`src/rtl/pedestrian_request_ctrl.sv`:
```
// Pedestrian push-button front end: synchroniser, debouncer and a single-request
// holder that waits for pietoni_verde, then enforces a cooldown before re-arming.
module pedestrian_request_ctrl #(
  parameter int SYNC_STAGES     = 2,
  parameter int DEBOUNCE_CYCLES = 8,
  parameter int COOLDOWN_CYCLES = 16,
  parameter int CNT_W           = 8
) (
  input  logic       clk,
  input  logic       rst_n,
  input  logic       buton_raw,
  input  logic       pietoni_verde,
  output logic       buton_pietoni,
  output logic       req_pending,
  output logic       req_served,
  output logic       cooldown,
  output logic [7:0] press_cnt
);

  typedef enum logic [1:0] {IDLE, PENDING, SERVING, COOLDOWN} state_t;

  localparam logic [CNT_W-1:0] DEB_MAX   = CNT_W'(DEBOUNCE_CYCLES);
  localparam logic [CNT_W-1:0] COOL_LOAD = CNT_W'(COOLDOWN_CYCLES - 1);

  logic [SYNC_STAGES-1:0] sync_q, sync_d;
  logic                   deb_q, deb_d;
  logic                   deb_prev_q, deb_prev_d;
  logic [CNT_W-1:0]       dcnt_q, dcnt_d;
  logic [CNT_W-1:0]       ccnt_q, ccnt_d;
  state_t                 state_q, state_d;
  logic                   buton_q, buton_d;
  logic                   pend_q, pend_d;
  logic                   served_q, served_d;
  logic                   cool_q, cool_d;
  logic [7:0]             cnt_q, cnt_d;
  logic                   sync_out;
  logic                   press;
  logic [CNT_W-1:0]       dcnt_inc;

  assign sync_out = sync_q[SYNC_STAGES-1];

  // Debounce: deb follows sync_out only after DEBOUNCE_CYCLES consecutive mismatches.
  always_comb begin
    sync_d     = {sync_q[SYNC_STAGES-2:0], buton_raw};
    dcnt_inc   = dcnt_q + CNT_W'(1);
    deb_d      = deb_q;
    dcnt_d     = '0;
    deb_prev_d = deb_q;
    if (sync_out != deb_q) begin
      if (dcnt_inc == DEB_MAX) begin
        deb_d = sync_out;
      end else begin
        dcnt_d = dcnt_inc;
      end
    end
    press = deb_q & ~deb_prev_q;
  end

  // Request FSM; decisions always use the current state, so a press on the
  // COOLDOWN->IDLE edge or alongside the ack in PENDING is dropped.
  always_comb begin
    state_d  = state_q;
    ccnt_d   = ccnt_q;
    cnt_d    = cnt_q;
    served_d = 1'b0;
    case (state_q)
      IDLE: begin
        if (press && !pietoni_verde) begin
          state_d = PENDING;
          if (cnt_q != 8'hFF) cnt_d = cnt_q + 8'd1;
        end
      end
      PENDING: begin
        if (pietoni_verde) state_d = SERVING;
      end
      SERVING: begin
        if (!pietoni_verde) begin
          state_d  = COOLDOWN;
          served_d = 1'b1;
          ccnt_d   = COOL_LOAD;
        end
      end
      COOLDOWN: begin
        if (ccnt_q == '0) begin
          state_d = IDLE;
        end else begin
          ccnt_d = ccnt_q - CNT_W'(1);
        end
      end
      default: state_d = IDLE;
    endcase
    buton_d = (state_d == PENDING);
    pend_d  = (state_d == PENDING) || (state_d == SERVING);
    cool_d  = (state_d == COOLDOWN);
  end

  always_ff @(posedge clk) begin
    if (!rst_n) begin
      sync_q     <= '0;
      deb_q      <= 1'b0;
      deb_prev_q <= 1'b0;
      dcnt_q     <= '0;
      ccnt_q     <= '0;
      state_q    <= IDLE;
      buton_q    <= 1'b0;
      pend_q     <= 1'b0;
      served_q   <= 1'b0;
      cool_q     <= 1'b0;
      cnt_q      <= 8'd0;
    end else begin
      sync_q     <= sync_d;
      deb_q      <= deb_d;
      deb_prev_q <= deb_prev_d;
      dcnt_q     <= dcnt_d;
      ccnt_q     <= ccnt_d;
      state_q    <= state_d;
      buton_q    <= buton_d;
      pend_q     <= pend_d;
      served_q   <= served_d;
      cool_q     <= cool_d;
      cnt_q      <= cnt_d;
    end
  end

  assign buton_pietoni = buton_q;
  assign req_pending   = pend_q;
  assign req_served    = served_q;
  assign cooldown      = cool_q;
  assign press_cnt     = cnt_q;

endmodule

```
`config.mk`:
```
export PLATFORM = sky130hd
export DESIGN_NAME = pedestrian_request_ctrl
export DESIGN_NICKNAME = d
export VERILOG_FILES = /design/src/rtl/pedestrian_request_ctrl.sv
export SDC_FILE = /design/constraint.sdc
export NUM_CORES = 1
export LEC_CHECK = 0
export CAP_MARGIN = 40
export CORE_ASPECT_RATIO = 0.5
export CORE_MARGIN = 5
export CORE_UTILIZATION = 50
export DETAILED_ROUTE_END_ITERATION = 12
export GPL_ROUTABILITY_DRIVEN = 1
export PLACE_DENSITY_LB_ADDON = 0.15
export RECOVER_POWER = 100
export SETUP_SLACK_MARGIN = 0.05
export SYNTH_ARGS = -nofsm -noshare
export SYNTH_HDL_FRONTEND = slang
export SYNTH_SLANG_ARGS = --single-unit
export TNS_END_PERCENT = 30
```
`constraint.sdc`:
```
create_clock -name clk -period 2.8 [get_ports clk]
set_input_delay 0.42 -clock clk [delete_from_list [all_inputs] [get_ports clk]]
set_output_delay 0.42 -clock clk [all_outputs]
set_load 0.05 [all_outputs]
```
==> results of run 1 <==
[sequential cells by signal, indices dropped and copies added, names as in the netlist, 2 cells and up]
name,cells
ccnt_q,8
dcnt_q,8
press_cnt,8
state_q,2
sync_q,2
[worst register-to-register path, stage by stage, from the launching register on]
cell and delay, ps:
dfxtp_1 330, inv_1 80, ha_1 130, nor3b_1 470
a311oi_4 230, a31oi_1 190, nand2_1 90, ha_1 280
nor2b_1 110
[cell families after synthesis]
| group | after synthesis | share of synthesized area (%) |
|---|---|---|
| and+or+nand+nor | 78 | 28.1 |
| DFF | 34 | 42.6 |
| xor gates and xnor gates | 21 | 11.5 |
| AOI/OAI and AO/OA | 16 | 8.61 |
| buffers and inverters | 11 | 3.21 |
| adders and majority gates | 6 | 4.70 |
| muxes | 2 | 1.25 |
[through the flow]
step	power [mW]	std cells	util (%)	hold WS (ps)
6_report	0.931	227	61.4	441
5_1_grt	0.972	227	61.4	480
4_1_cts	0.947	227	62.1	443
3_5_place_dp	0.515	219	58.6	428
3_3_place_gp	0.515	219	58.6	419
2_1_floorplan	0.506	168	-	412
[final timing paths]
| check | startpoint | endpoint | slack (ps) | depth (start not counted) |
|---|---|---|---|---|
| setup / recovery | pietoni_verde | press_cnt[4] | 720 | 6 |
| hold / removal | sync_q[0] | sync_q[1] | 440 | 1 |
| setup reg to reg | ccnt_q[0] | req_pending | 810 | 8 |
| hold reg to reg | sync_q[0] | sync_q[1] | 440 | 1 |
[metal layers]
metal  vias to the layer above  track usage, %
li1                        612               -
met1                       516            15.2
met2                         7            19.3
met3                         0            5.17
met4                         0            4.21
met5                         -               0
[Yosys cell counts, types with 4 or more instances]
cell     number
nand2_1      16
and2_1       12
nand3_1       7
dfxtp_1      34
nor2_1       16
xnor2_1       5
nand4_1       4
a31oi_1       4
ha_1          6
inv_1         6
xor2_1       16
[layout make-up]
class	instances	area share, %
clock buffers	7	4.10
flip-flops and latches	34	36.6
well taps	40	2.69
clock inverters	1	1.62
repair buffers	16	8.48
inverters	6	1.21
multi-input cells	123	45.3
[report_power, final]
part           internal [mW]  switching [mW]  leakage (nW)
combinational        0.00716         0.00872         0.469
sequential             0.485         0.00113         0.274
clock                  0.266           0.163        0.0524
total                  0.759           0.173         0.795
==> results.tsv, run 1 <==
metric	value	unit
leak pwr	0.795	nW
Crit Path Category	in -> reg	
crit-path leading delay family	simple AND/OR/NAND/NOR gates	
Final HPWL DP	1940	µm
commonest cells after routing, fill and taps aside	dfxtp_1 (34), nor2_1 (17), nand2_1 (16), xor2_1 (16), dlygate4sd3_1 (14)	
register area share after synthesis	42.6	%
Clock Latency Late Sink	280	ps
Worst-Margin Slew	558	ps
row count	14	
Final Hold Vio Count	0	
number of global-route vias before repair	1007	
drt wl/cell	11.5	µm
CTS clk-pin slew, worst paths	60	ps
area added between synthesis and finish	16.4	%
Post-Synthesis Cells	168	
Die H	50.0	µm
final antenna-violating net count	0	
crit start category	input port	
minimum clock period	2080	ps
max-slew violation count	0	
global-route wire length before repair	4470	µm
worst relative slew slack	62.7	%
Final Cell Area	0.00186	mm²
Post-route DRC	0	
Die X	89.9	µm
Starting Density	52.7	%
die area	0.00449	mm²
Routed WL	2600	µm
Mapped Avg Cell Area	9.51	µm²
Post-Syn Nets	178	
Remaining Overflow, GRT	0	
CP Cell Sequence	dlygate4sd3_1 > nor2_1 > nand3_1 > nor4b_1 > xor2_1 > and2_1	
Final WS setup	723	ps
worst path bufs/invs	1	
mean number of vias per cell	5.00	
cell taking the most area after synthesis	dfxtp_1	
max-cap violations	0	
Setup violations, final	0	
Critical Path End Type	flop	
GP Congestion	0.843	
pin count of the biggest net entering global routing	15	
cts bufs inserted	5	
GRT Overall Usage	12.3	%
pwr/cell area	501	mW/mm²
setup TNS	0	ps
#FFs+latches synth	34	
maximum clock frequency	481	MHz
count of cell types in the netlist	38	
Register Area	681	µm²
CTS tree	yes	
Root Driver	clkbuf_8	
final-layout fill cell count	269	
Yosys top cell area share	42.6	%
Starting DRT DRC Count	23	
crit share post-route	74.2	%
clk_skew	6.25	ps
hold_buf cts	0	
Syn Std Cell Area	0.00160	mm²
layout cells sized above 1	5.88	%
placed inst area	0.00178	mm²
area of the multi-input gates	842	µm²
clock sink count	34	
initial antenna violation count	0	
metal2 WL	1190	µm
post-place setup slack	635	ps
top routing layer in use	met3	
number of synthesized flops with an enable pin	0	
slowest CP cell	dlygate4sd3_1	
Layout Nets	196	
RSZ-0062 raised after global routing	false	
Top-Level Pins	16	
Core ar.	0.00303	mm²
Synth area leaders	dfxtp_1 (43%), xor2_1 (8.8%), and2_1 (4.7%)	
most common cell after layout, fill and taps aside	dfxtp_1	
DRT met1 WL	1340	µm
ANT cells	0	
CP Max Fanout	9	
outcome	finished clean	
CP Data Required Time	2970	ps
drt first pass iters	4	
number of port buffers	15	
min-delay worst type	reg -> reg	
Post-CTS Repair Setup Buffers	0	
Yosys warning total	0	
async set-reset flop share out of synthesis	0	%
Via Count	1135	
Max clock buf depth	2	
Synth Flop Type	dfxtp_1	
DR WL met3	77	µm
VDD IR max	0.000304	V
Worst EP arrival	2250	ps
post-cts sizing count	0	
number of H-tree levels	2	
Crit path largest cell delay	580	ps
No activity file was read; power rests on OpenSTA's default activity.
==> inputs of run 2 (changes only) <==
Clock period 2.8 ns to 1.65 ns, I/O delays scaled along.
==> run 2 against run 1 <==
  * First-iteration DRC count rose by 57%
  * Sequential share of layout area fell by 1.5 points
  * Setup slack got worse by 690 ps
  * Worst hold slack got worse by 6.9 ps
  * Largest cell class unchanged
  * Highest routed layer is now met4
==> results.tsv, run 2 (synthesis results as in run 1) <==
metric	value	unit	change
ANT cells	0		unchanged
global-route wire length before repair	4970	µm	+11%
Die X	89.9	µm	unchanged
Hold WS	434	ps	-6.95 ps
max-cap violations	0		unchanged
CP Data Required Time	1870	ps	-1100 ps
Register Area	697	µm²	+2.4%
area of the multi-input gates	901	µm²	+7.0%
drt first pass iters	4		unchanged
RSZ-0062 raised after global routing	true		
Final WS setup	36.3	ps	-687 ps
Clock Latency Late Sink	280	ps	about the same
CP Max Fanout	3		-6
Die H	50.0	µm	unchanged
Core ar.	0.00303	mm²	unchanged
crit share post-route	97.8	%	
Psw	0.306	mW	+77%
Max clock buf depth	2		unchanged
Design Power	1.60	mW	+72%
Setup violations, final	0		unchanged
Combinational Power Share	2.2	%	+0.5 points
Clk pwr share	46.2	%	about the same
area added between synthesis and finish	24.4	%	
Worst-Margin Slew	601	ps	+43.3 ps
crit start category	flop		
outcome	finished clean		
drt wl/cell	12.0	µm	+4.6%
Hold Startpoint	sync_q[0]		
internal power	1.29	mW	+70%
number of port buffers	15		unchanged
final-layout fill cell count	259		-3.7%
min-delay worst type	reg -> reg		
hold_buf cts	0		unchanged
leak pwr	0.828	nW	+4.1%
Via Count	1200		+5.7%
Layout Nets	213		+8.7%
Reg power frac	51.6	%	-0.6 points
die area	0.00449	mm²	unchanged
reg2reg path depth	6		-2
Final Hold Vio Count	0		unchanged
reg2reg setup slack	40	ps	-770 ps
most common cell after layout, fill and taps aside	dfxtp_1		
sw frac	19.1	%	+0.59 points
max-slew violation count	0		unchanged
Critical Path End Type	flop		
post-place setup slack	-190	ps	-825 ps
CTS clk-pin slew, worst paths	70	ps	about the same
Post-route DRC	0		unchanged
minimum clock period	1610	ps	
row count	14		unchanged
clk_skew	4.15	ps	-2.10 ps
worst reg2reg path endpoint	req_pending		
worst relative slew slack	60.1	%	-2.6 points
Crit Path Category	reg -> reg		
initial antenna violation count	0		unchanged
Starting DRT DRC Count	36		+57%
mean number of vias per cell	4.92		-1.6%
Root Driver	clkbuf_8		
Final HPWL DP	2110	µm	+8.8%
hold path endpoint	sync_q[1]		
layout cells sized above 1	25.5	%	+20 points
number of global-route vias before repair	1147		+14%
pin count of the biggest net entering global routing	16		+1
VDD IR max	0.000597	V	+96%
maximum clock frequency	620	MHz	
pwr/cell area	804	mW/mm²	+61%
clock sink count	34		unchanged
commonest cells after routing, fill and taps aside	dfxtp_1 (21), buf_4 (18), nand2_1 (16), xor2_1 (16), nor2_1 (15)		
Remaining Overflow, GRT	0		unchanged
number of H-tree levels	2		unchanged
worst reg2reg path startpoint	ccnt_q[4]		
WHS Path Cells	1		unchanged
Top-Level Pins	16		unchanged
GP Congestion	0.808		-4.2%
Starting Density	52.7	%	unchanged
CTS tree	yes		
Routed WL	2930	µm	+12%
final antenna-violating net count	0		unchanged
cts bufs inserted	5		unchanged
Worst EP arrival	1840	ps	-410 ps
GRT Overall Usage	13.8	%	+1.5 points
setup TNS	0	ps	unchanged
[run 2: cell types whose count changed in the layout (fill, tap and decap cells not counted), moves of 12 or more]
cell / before / now
buf_4: 1 / 18
dfxtp_1: 34 / 21
dfxtp_2: 0 / 13
dlygate4sd3_1: 14 / 1
clkbuf_1: 2 / 14
[run 2: power groups by stage]
stage | clock [mW] | sequential, mW | combinational, mW
after floorplan | 0 | 0.843 | 0.0155
after global placement | 0 | 0.844 | 0.0360
after detailed placement | 0 | 0.844 | 0.0359
after CTS | 0.762 | 0.825 | 0.0359
after global routing | 0.807 | 0.824 | 0.0384
final | 0.738 | 0.825 | 0.0353
[run 2: layer usage]
metal,vias to the layer above,part of all wire (%),global-route usage [%]
met5,-,0,0
met3,5,3.6,5.02
met1,541,50,17.2
met4,0,1.2,6.68
li1,644,-,-
met2,10,45,21.0
[run 2: per-stage QoR]
step	instances	cell area [µm²]	utilization, %
floorplan	168	1610	-
global placement	235	1880	61.9
detailed placement	235	1880	61.9
global route	244	1990	65.6
CTS	244	2000	65.9
finish	244	1990	65.6
[run 2: how the worst max path moves through the flow]
stage,startpoint,end,slack [ps]
CTS,ccnt_q[0],req_pending,30
global placement,pietoni_verde,press_cnt[6],-150
finish,ccnt_q[4],req_pending,40
floorplan,ccnt_q[0],req_pending,-30
detailed placement,pietoni_verde,press_cnt[7],-190
global route,ccnt_q[0],req_pending,-100
[run 2: area by class of cell]
class / count / area share (%)
clock buffer: 7 / 3.84
clock inverter: 1 / 1.51
inverter: 6 / 1.13
multi-input combinational: 123 / 45.3
sequential: 34 / 35.1
tap: 40 / 2.52
timing repair buffer: 33 / 10.6
[run 2: timing repair]
item / in CTS / in global routing
gates cloned: 0 / 0
gates resized for setup: 2 / 15
pin swaps: 2 / 4
endpoints found under the hold margin: 0 / 0
buffers inserted: 1 / 0
endpoints found under the setup margin: 8 / 17
[run 2: worst max-delay path, cell delays in order, from the launching register on]
cell      delay (ps)
dfxtp_2          340
nor4_4           420
a311oi_4         150
a31oi_1          170
nand2_1           90
ha_1             290
nor2b_1          100
